--- src/rtl/acs_sched_213.sv ---
// ---------------------------------------------------------------------------
// acs_sched_213 -- add-compare-select scheduler for a (2,1,3) Viterbi decoder
// (generators g0=111, g1=101, 4 trellis states) that time-shares one external
// ACS unit across all four next-states.
//
// Each accepted hard-decision symbol takes 6 cycles:
// IDLE (accept) -> RUN x4 (one next-state per cycle) -> DONE (results valid).
//
// Ports
//   clk          : clock, rising edge
//   reset        : synchronous active-high reset
//   sym_valid    : received symbol present
//   sym_in       : received code bits {c0,c1}
//   sym_ready    : block accepts a symbol this cycle (IDLE only)
//   init         : synchronous metric-bank reinitialise, also aborts a run
//   acs_ppm_ina  : upper predecessor metric to ACS unit
//   acs_ppm_inb  : lower predecessor metric to ACS unit
//   HD_ina       : upper (saturated) branch metric to ACS unit
//   HD_inb       : lower (saturated) branch metric to ACS unit
//   acs_ppm_out  : selected metric from ACS unit
//   acs_Bx_out   : ACS decision, 0 = upper, 1 = lower
//   surv         : survivor bits, bit n belongs to next-state n
//   surv_valid   : one-cycle strobe qualifying surv and best_state
//   best_state   : index of minimum new metric (lowest index on ties)
//
// Build option
//   ACS_SCHED_213_NORM_EN : when defined, the minimum new metric is subtracted
//                           from every non-saturated metric as it is written
//                           back to the bank.
// ---------------------------------------------------------------------------
module acs_sched_213 #(
    parameter int W  = 4,
    parameter int NS = 4
) (
    input  logic         clk,
    input  logic         reset,
    input  logic         sym_valid,
    input  logic [1:0]   sym_in,
    output logic         sym_ready,
    input  logic         init,
    output logic [W-1:0] acs_ppm_ina,
    output logic [W-1:0] acs_ppm_inb,
    output logic [W-1:0] HD_ina,
    output logic [W-1:0] HD_inb,
    input  logic [W-1:0] acs_ppm_out,
    input  logic         acs_Bx_out,
    output logic [3:0]   surv,
    output logic         surv_valid,
    output logic [1:0]   best_state
);

    localparam logic [W-1:0] MAX_METRIC = '1;

    typedef enum logic [1:0] {
        IDLE = 2'd0,
        RUN  = 2'd1,
        DONE = 2'd2
    } state_t;

    state_t       state_q, state_d;
    logic [1:0]   cnt_q, cnt_d;
    logic [1:0]   sym_q, sym_d;
    logic [W-1:0] bank_q   [NS];
    logic [W-1:0] bank_d   [NS];
    logic [W-1:0] shadow_q [NS];
    logic [W-1:0] shadow_d [NS];
    logic [3:0]   surv_q, surv_d;
    logic         surv_valid_q, surv_valid_d;
    logic [1:0]   best_q, best_d;

    logic [W-1:0] bank_load  [NS];
    logic [W-1:0] new_metric [NS];
    logic [W-1:0] best_val;
    logic [1:0]   new_best;
    logic         nu, na;

    // Branch code leaving predecessor {a,b} on input bit u: {c0,c1}.
    function automatic logic [1:0] branch_code(input logic u, input logic a, input logic b);
        return {u ^ a ^ b, u ^ b};
    endfunction

    // Hamming distance clipped so that metric + branch metric never exceeds
    // the saturated value; a saturated predecessor therefore gets 0.
    function automatic logic [W-1:0] sat_bm(input logic [1:0] sym, input logic [1:0] code,
                                            input logic [W-1:0] m);
        logic [1:0]   diff;
        logic [W-1:0] h;
        logic [W-1:0] room;
        diff = sym ^ code;
        h    = W'({1'b0, diff[1]} + {1'b0, diff[0]});
        room = MAX_METRIC - m;
        return (h < room) ? h : room;
    endfunction

    // Next-state under evaluation is cnt = {u,a}; predecessors are {a,0}/{a,1}.
    assign nu = cnt_q[1];
    assign na = cnt_q[0];

    always_comb begin
        acs_ppm_ina = '0;
        acs_ppm_inb = '0;
        HD_ina      = '0;
        HD_inb      = '0;
        if (state_q == RUN) begin
            acs_ppm_ina = bank_q[{na, 1'b0}];
            acs_ppm_inb = bank_q[{na, 1'b1}];
            HD_ina      = sat_bm(sym_q, branch_code(nu, na, 1'b0), bank_q[{na, 1'b0}]);
            HD_inb      = sat_bm(sym_q, branch_code(nu, na, 1'b1), bank_q[{na, 1'b1}]);
        end
    end

    // The last new metric arrives from the ACS unit in the same cycle the
    // best state must be registered, so it bypasses the shadow store.
    for (genvar gi = 0; gi < NS; gi++) begin : g_metric
        assign new_metric[gi] = (gi == NS - 1) ? acs_ppm_out : shadow_q[gi];
    end

    always_comb begin
        new_best = 2'd0;
        best_val = new_metric[0];
        for (int i = 1; i < NS; i++) begin
            if (new_metric[i] < best_val) begin
                best_val = new_metric[i];
                new_best = 2'(i);
            end
        end
    end

`ifdef ACS_SCHED_213_NORM_EN
    logic [W-1:0] shadow_min;

    always_comb begin
        shadow_min = shadow_q[0];
        for (int i = 1; i < NS; i++) begin
            if (shadow_q[i] < shadow_min) begin
                shadow_min = shadow_q[i];
            end
        end
    end

    for (genvar gi = 0; gi < NS; gi++) begin : g_norm
        assign bank_load[gi] = (shadow_q[gi] == MAX_METRIC) ? MAX_METRIC
                                                            : shadow_q[gi] - shadow_min;
    end
`else
    for (genvar gi = 0; gi < NS; gi++) begin : g_norm
        assign bank_load[gi] = shadow_q[gi];
    end
`endif

    always_comb begin
        state_d      = state_q;
        cnt_d        = cnt_q;
        sym_d        = sym_q;
        bank_d       = bank_q;
        shadow_d     = shadow_q;
        surv_d       = surv_q;
        surv_valid_d = 1'b0;
        best_d       = best_q;
        case (state_q)
            IDLE: begin
                // init wins over a symbol offered in the same cycle
                if (init) begin
                    for (int i = 0; i < NS; i++) bank_d[i] = (i == 0) ? '0 : MAX_METRIC;
                end else if (sym_valid) begin
                    state_d = RUN;
                    sym_d   = sym_in;
                    cnt_d   = 2'd0;
                end
            end
            RUN: begin
                if (init) begin
                    state_d = IDLE;
                    cnt_d   = 2'd0;
                    for (int i = 0; i < NS; i++) bank_d[i] = (i == 0) ? '0 : MAX_METRIC;
                end else begin
                    shadow_d[cnt_q] = acs_ppm_out;
                    surv_d[cnt_q]   = acs_Bx_out;
                    cnt_d           = cnt_q + 2'd1;
                    if (cnt_q == 2'd3) begin
                        state_d      = DONE;
                        surv_valid_d = 1'b1;
                        best_d       = new_best;
                    end
                end
            end
            DONE: begin
                state_d = IDLE;
                if (init) begin
                    for (int i = 0; i < NS; i++) bank_d[i] = (i == 0) ? '0 : MAX_METRIC;
                end else begin
                    bank_d = bank_load;
                end
            end
            default: begin
                state_d = IDLE;
            end
        endcase
    end

    always_ff @(posedge clk) begin
        if (reset) begin
            state_q      <= IDLE;
            cnt_q        <= 2'd0;
            sym_q        <= 2'd0;
            surv_q       <= 4'd0;
            surv_valid_q <= 1'b0;
            best_q       <= 2'd0;
            for (int i = 0; i < NS; i++) begin
                bank_q[i]   <= (i == 0) ? '0 : MAX_METRIC;
                shadow_q[i] <= MAX_METRIC;
            end
        end else begin
            state_q      <= state_d;
            cnt_q        <= cnt_d;
            sym_q        <= sym_d;
            surv_q       <= surv_d;
            surv_valid_q <= surv_valid_d;
            best_q       <= best_d;
            bank_q       <= bank_d;
            shadow_q     <= shadow_d;
        end
    end

    assign sym_ready  = (state_q == IDLE);
    assign surv       = surv_q;
    assign surv_valid = surv_valid_q;
    assign best_state = best_q;

endmodule

--- config.mk ---
export PLATFORM = sky130hd
export DESIGN_NAME = acs_sched_213
export DESIGN_NICKNAME = d
export VERILOG_FILES = /design/src/rtl/acs_sched_213.sv
export SDC_FILE = /design/constraint.sdc
export NUM_CORES = 1
export LEC_CHECK = 0
export BUFFER_PORTS_ARGS = -buffer_cell sky130_fd_sc_hd__buf_2
export CAP_MARGIN = 20
export CORE_MARGIN = 10
export CORE_UTILIZATION = 56
export CTS_BUF_LIST = sky130_fd_sc_hd__clkbuf_16
export CTS_CLUSTER_SIZE = 10
export DETAILED_ROUTE_END_ITERATION = 16
export PLACE_DENSITY = 0.8
export SYNTH_ARGS = -nofsm -noshare
export SYNTH_HDL_FRONTEND = slang
export SYNTH_SLANG_ARGS = --single-unit
--- constraint.sdc ---
create_clock -name clk -period 11.1 [get_ports clk]
set_input_delay 1.665 -clock clk [delete_from_list [all_inputs] [get_ports clk]]
set_output_delay 1.665 -clock clk [all_outputs]
set_load 0.02 [all_outputs]
==> results of run 1 <==
## power by group through the flow
stage / clock, mW / combinational [mW] / sequential, mW
4_1_cts: 0.195 / 0.0411 / 0.166
3_3_place_gp: 0 / 0.0390 / 0.170
6_report: 0.193 / 0.0411 / 0.166
5_1_grt: 0.202 / 0.0456 / 0.167
2_1_floorplan: 0 / 0.0341 / 0.168
3_5_place_dp: 0 / 0.0407 / 0.170
## worst paths after layout
path                               startpoint            end  slack, ns  cells after the start
worst min register to register        surv[3]        surv[3]       0.46                      2
worst max register to register  bank_load[13]  best_state[1]       7.09                     16
worst max-delay path                 cnt_q[0]      HD_inb[0]       6.32                     11
worst min-delay path                  surv[3]        surv[3]       0.46                      2
## kinds of logic after synthesis
family | count (synthesis) | share of synthesized area (%)
adder cells (fa/ha/maj) | 19 | 8.94
other | 1 | 0.141
buffers and inverters | 40 | 6.59
XOR/XNOR | 2 | 0.659
AND/OR/NAND/NOR | 124 | 22.9
flip-flops | 45 | 33.9
multiplexers | 17 | 6.40
AO/OA/AOI/OAI | 75 | 20.5
## layer usage
| metal | up-vias | GRT usage, % |
|---|---|---|
| met2 | 63 | 27.8 |
| met3 | 8 | 2.92 |
| li1 | 1161 | - |
| met1 | 1074 | 21.6 |
| met5 | - | 0 |
| met4 | 0 | 7.20 |
## synthesized netlist by cell type (6+ instances only)
master / number / area share, %
a211o_1: 17 / 5.6
a21oi_1: 29 / 5.5
and3_1: 12 / 2.8
clkbuf_1: 9 / 1.3
dfxtp_1: 45 / 34
ha_1: 19 / 8.9
inv_1: 17 / 2.4
mux2i_1: 17 / 6.4
nand2_1: 16 / 2.3
nand3_1: 6 / 1.1
nor2_1: 49 / 6.9
nor3_1: 10 / 1.9
or2_2: 9 / 2.1
## cells in the final DEF (no fill, tap or decap), types with 6 or more instances in the layout
cell type / instances
nor2_1: 49
buf_2: 30
mux2i_1: 17
a211o_1: 17
inv_1: 17
dfxtp_1: 45
and3_1: 12
nor3_1: 10
or2_2: 9
nand2_1: 16
ha_1: 19
nand3_1: 6
a21oi_1: 29
## final cells by class
type	instances	area (µm²)	area share, %
clock buffers	5	125	4.20
flip-flops and latches	45	901	30.3
clock inverters	3	68.8	2.31
multi-input cells	241	1590	53.5
repair buffers	31	158	5.29
inverters	17	63.8	2.14
well taps	54	67.6	2.27
## registers in the layout, indices dropped and copies added, names as in the netlist
signal and count:
bank_load 16, bank_q 16, surv 4, best_state 2, cnt_q 2, state_q 2
sym_q 2, surv_valid 1
## worst max-delay path, stage by stage (launching register included)
cell	delay, ns
dfxtp_1	0.78
inv_1	0.18
ha_1	0.36
xor2_1	0.21
inv_1	0.06
ha_1	0.19
ha_1	0.27
a21boi_1	0.17
o21a_1	0.17
mux2i_1	0.20
nor2_1	0.05
buf_2	0.17
==> impl_metrics.env, run 1 <==
export IMPL_outcome="finished, final reports clean"
export IMPL_die_area_um2=7900
export IMPL_place_area_um2=2780
export IMPL_final_cells=396
export IMPL_num_fill_cells=402
export IMPL_cp_max_fo=16
export IMPL_cts_sinks=45
export IMPL_dp_hpwl_mm=4.65
export IMPL_num_vias=2306
export IMPL_wl_met1_mm=2.92
export IMPL_synthDistinctLibCells=45
export IMPL_routed_wl_met3_um=326
export IMPL_finalPower_mw=0.400
export IMPL_cts_tree="yes"
export IMPL_routed_wl_mm=6.41
export IMPL_hold_violations=0
export IMPL_core_rowCount=25
export IMPL_ys_seq_area_share_pct=33.9
export IMPL_grt_pass1_wl_mm=10.7
export IMPL_cp_data_arrival_time_ns=3.12
export IMPL_cts_clk_slew_worst_paths_ns=0.07
export IMPL_synth_warnings=0
export IMPL_initial_core_util_pct=57.0
export IMPL_postSynthRegisterBits=45
export IMPL_die_w_um=88.9
export IMPL_stdcell_area_um2=2980
export IMPL_htreeDepth=2
export IMPL_cts_repair_resized=0
export IMPL_clk_latency_ns=0.29
export IMPL_place_congestion=0.924
export IMPL_p_clk_share_pct=48.2
export IMPL_max_slew_margin_pct=41.6
export IMPL_netlist_area_um2=2660
export IMPL_cts_setup_buffers=0
export IMPL_synthCells=323
export IMPL_fin_crit_sh_pct=43.1
export IMPL_switching_share_pct=22.9
export IMPL_postCtsHoldBufs=0
export IMPL_antenna_found_initial=0
export IMPL_synthArstFlopShare_pct=0
export IMPL_clock_path_buffers=2
export IMPL_final_core_util_pct=63.9
export IMPL_overflow=0
export IMPL_clock_tree_root_cell="clkbuf_16"
export IMPL_cts_inserted_buffers=5
export IMPL_power_switching_mw=0.0917
export IMPL_p_per_area_nw_per_um2=134
export IMPL_vias_per_cell=5.82
export IMPL_drc=0
export IMPL_power_frac_comb_pct=10.3
export IMPL_finalSetupViolCount=0
export IMPL_cap_violations=0
export IMPL_vdd_drop_max_v=0.000127
export IMPL_coreArea_um2=4660
export IMPL_syn_avg_cell_area_um2=8.23
export IMPL_worstSetupPathType="flop to output port"
export IMPL_wl_per_cell_um=16.2
export IMPL_synth_edf_count=0
export IMPL_drtAntennaViolNets=0
export IMPL_dr_first_iter_drc_count=216
export IMPL_grtUsageTotal_pct=17.0
export IMPL_seq_power_share_pct=41.6
export IMPL_routed_wl_met2_mm=3.05
export IMPL_hold_slack_ns=0.457
export IMPL_dp_slack_ns=6.63
export IMPL_syn_to_final_growth_pct=12.0
export IMPL_grt_start_max_net_pins=46
export IMPL_dp_cells=388
export IMPL_fin_crit_ns=4.78
export IMPL_nets=371
export IMPL_dr_pass1_iters=4
export IMPL_hold_class="flop to flop"
export IMPL_leakage_nw=1.30
export IMPL_tightest_slew_ns=0.875
export IMPL_end_kind="output port"
export IMPL_drv_slew=0
export IMPL_grt_setup_unrepaired="no"
export IMPL_num_io_pins=35
export IMPL_cp_data_required_time_ns=9.44
export IMPL_fin_skew_ns=0.00732
export IMPL_start_kind="flop"
export IMPL_final_layout_size_suffix_gt1_share_pct=16.1
export IMPL_setup_tns_ns=0
export IMPL_diodes=0
export IMPL_layout_setup_ws_ns=6.32
export IMPL_max_freq_mhz=209
export IMPL_grt_pass1_vias=2231
export IMPL_die_h_um=88.9
export IMPL_ys_flop_type="dfxtp_1"
export IMPL_p_int_mw=0.309
export IMPL_highest_layer="met4"
export IMPL_portBuffers=30
No activity file was read; power rests on OpenSTA's default activity.
==> run 2, diff against run 1 <==
--- a/config.mk
+++ b/config.mk
@@ -8,11 +8,11 @@
 export BUFFER_PORTS_ARGS = -buffer_cell sky130_fd_sc_hd__buf_2
 export CAP_MARGIN = 20
 export CORE_MARGIN = 10
-export CORE_UTILIZATION = 56
+export CORE_UTILIZATION = 52
 export CTS_BUF_LIST = sky130_fd_sc_hd__clkbuf_16
 export CTS_CLUSTER_SIZE = 10
 export DETAILED_ROUTE_END_ITERATION = 16
-export PLACE_DENSITY = 0.8
+export PLACE_DENSITY = 0.78
 export SYNTH_ARGS = -nofsm -noshare
 export SYNTH_HDL_FRONTEND = slang
 export SYNTH_SLANG_ARGS = --single-unit
==> constraint.sdc (replaced) <==
create_clock -name clk -period 4.15 [get_ports clk]
set_input_delay 0.6225 -clock clk [delete_from_list [all_inputs] [get_ports clk]]
set_output_delay 0.6225 -clock clk [all_outputs]
set_load 0.02 [all_outputs]
==> run 2 against run 1 <==
Against the previous run:
- non-clock buffer count up 3
- hold slack better by 0.0013 ns
- register-to-register slack worse by 6.8 ns
- cell count up 4.0%
- via count up 1.3%
- setup slack worse by 6.1 ns
- clock-buffer cell count unchanged
- critical path type is now flop to flop
- critical endpoint is now best_state[1]
- largest power group unchanged
==> impl_metrics.env, run 2 (synthesized netlist as in run 1, its figures left out) <==
export IMPL_final_common_cell="nor2_1"
export IMPL_num_vias=2336
export IMPL_syn_to_final_growth_pct=12.6
export IMPL_cts_sinks=45
export IMPL_cp_data_arrival_time_ns=4.08
export IMPL_cp_data_required_time_ns=4.34
export IMPL_outcome="finished, final reports clean"
export IMPL_hold_class="flop to flop"
export IMPL_grt_start_max_net_pins=46
export IMPL_core_rowCount=25
export IMPL_num_fill_cells=434
export IMPL_die_area_um2=8370
export IMPL_overflow=0
export IMPL_stdcell_area_um2=2990
export IMPL_final_cells=412
export IMPL_p_per_area_nw_per_um2=335
export IMPL_coreArea_um2=4850
export IMPL_vdd_drop_max_v=0.000264
export IMPL_start_kind="flop"
export IMPL_routed_wl_mm=6.50
export IMPL_drtAntennaViolNets=0
export IMPL_dr_pass1_iters=4
export IMPL_fin_crit_sh_pct=93.9
export IMPL_dp_cells=404
export IMPL_leakage_nw=1.31
export IMPL_vias_per_cell=5.67
export IMPL_cts_inserted_buffers=5
export IMPL_diodes=0
export IMPL_portBuffers=30
export IMPL_cts_tree="yes"
export IMPL_clock_tree_root_cell="clkbuf_16"
export IMPL_htreeDepth=2
export IMPL_worstSetupPathType="flop to flop"
export IMPL_max_freq_mhz=257
export IMPL_grt_pass1_vias=2271
export IMPL_die_h_um=91.5
export IMPL_hold_violations=0
export IMPL_place_congestion=0.895
export IMPL_slowest_stage="dfxtp_1"
export IMPL_antenna_found_initial=0
export IMPL_initial_core_util_pct=54.8
export IMPL_clk_latency_ns=0.29
export IMPL_cpPeakStageDelay_ns=0.38
export IMPL_end_kind="flop"
export IMPL_final_layout_size_suffix_gt1_share_pct=16.8
export IMPL_clock_path_buffers=2
export IMPL_setup_tns_ns=0
export IMPL_tightest_slew_ns=0.818
export IMPL_drv_slew=0
export IMPL_cp_max_fo=6
export IMPL_die_w_um=91.5
export IMPL_fin_crit_ns=3.90
export IMPL_max_slew_margin_pct=45.4
export IMPL_dr_first_iter_drc_count=175
export IMPL_drc=0
export IMPL_finalPower_mw=1.00
export IMPL_crit_chain="inv_1 > ha_1 > a21oi_1 > o21ai_2 > mux2i_1 > ha_1 > or2_0 > a311oi_2 > a31oi_4 > a21o_1 > ha_1 > a2111oi_4 > o41ai_1 > and3b_1 > a311oi_1 > a211oi_1"
export IMPL_wl_per_cell_um=15.8
export IMPL_dp_hpwl_mm=4.70
export IMPL_mostFrequentLayoutCells="nor2_1 (49), dfxtp_1 (45), buf_2 (30)"
export IMPL_fin_skew_ns=0.00601
export IMPL_final_core_util_pct=61.8
export IMPL_finalSetupViolCount=0
export IMPL_cap_violations=0
export IMPL_nets=374
export IMPL_grt_setup_unrepaired="no"
export IMPL_grt_pass1_wl_mm=11.0
export IMPL_cts_clk_slew_worst_paths_ns=0.06
export IMPL_num_io_pins=35
export IMPL_grtUsageTotal_pct=15.6
export IMPL_place_area_um2=2820
export IMPL_cp_common_cell="ha_1"
export IMPL_cts_setup_buffers=0
-- run 2: cell type report --
type / instances / area [µm²] / area share [%]
clock buffer: 5 / 125 / 4.18
clock inverter: 3 / 42.5 / 1.42
inverter: 17 / 63.8 / 2.13
multi-input combinational: 241 / 1600 / 53.4
sequential: 45 / 901 / 30.1
tap: 67 / 83.8 / 2.80
timing repair buffer: 34 / 180 / 6.02
-- run 2: final timing paths --
| kind | endpoint | slack, ns | start | cells past startpoint |
|---|---|---|---|---|
| setup / recovery | best_state[1] | 0.25 | bank_load[13] | 16 |
| hold / removal | surv[0] | 0.46 | surv[0] | 2 |
| setup reg to reg | best_state[1] | 0.25 | bank_load[13] | 16 |
| hold reg to reg | surv[0] | 0.46 | surv[0] | 2 |
-- run 2: what timing repair did --
action	CTS	global route
gates resized for setup	0	1
setup endpoints to repair	0	2
hold buffers	0	0
-- run 2: through the flow --
step	setup WS (ns)	hold WS (ns)
floorplan	0.628	0.436
global placement	0.443	0.444
detailed placement	0.239	0.450
CTS	0.177	0.459
global route	0.0259	0.484
finish	0.255	0.458
-- run 2: worst max-delay path, delay by kind of cell, from the launching register on --
kind / cells / cell delay, ns
flip-flops: 1 / 0.38
AO/OA/AOI/OAI: 9 / 1.78
AND/OR/NAND/NOR: 2 / 0.47
multiplexers: 1 / 0.28
adder cells (fa/ha/maj): 3 / 0.79
buffers and inverters: 1 / 0.07
-- run 2: routing by layer --
| metal | share of wire [%] | vias up | GRT usage [%] |
|---|---|---|---|
| li1 | - | 1154 | - |
| met4 | 1.3 | 0 | 6.01 |
| met3 | 6.2 | 8 | 4.86 |
| met5 | 0 | - | 0 |
| met1 | 46 | 1110 | 19.6 |
| met2 | 46 | 64 | 24.2 |
-- run 2: report_power, final --
group | leakage [nW] | internal (mW) | switching [mW]
logic | 0.859 | 0.0439 | 0.0732
registers | 0.364 | 0.436 | 0.00353
clock network | 0.0852 | 0.283 | 0.163
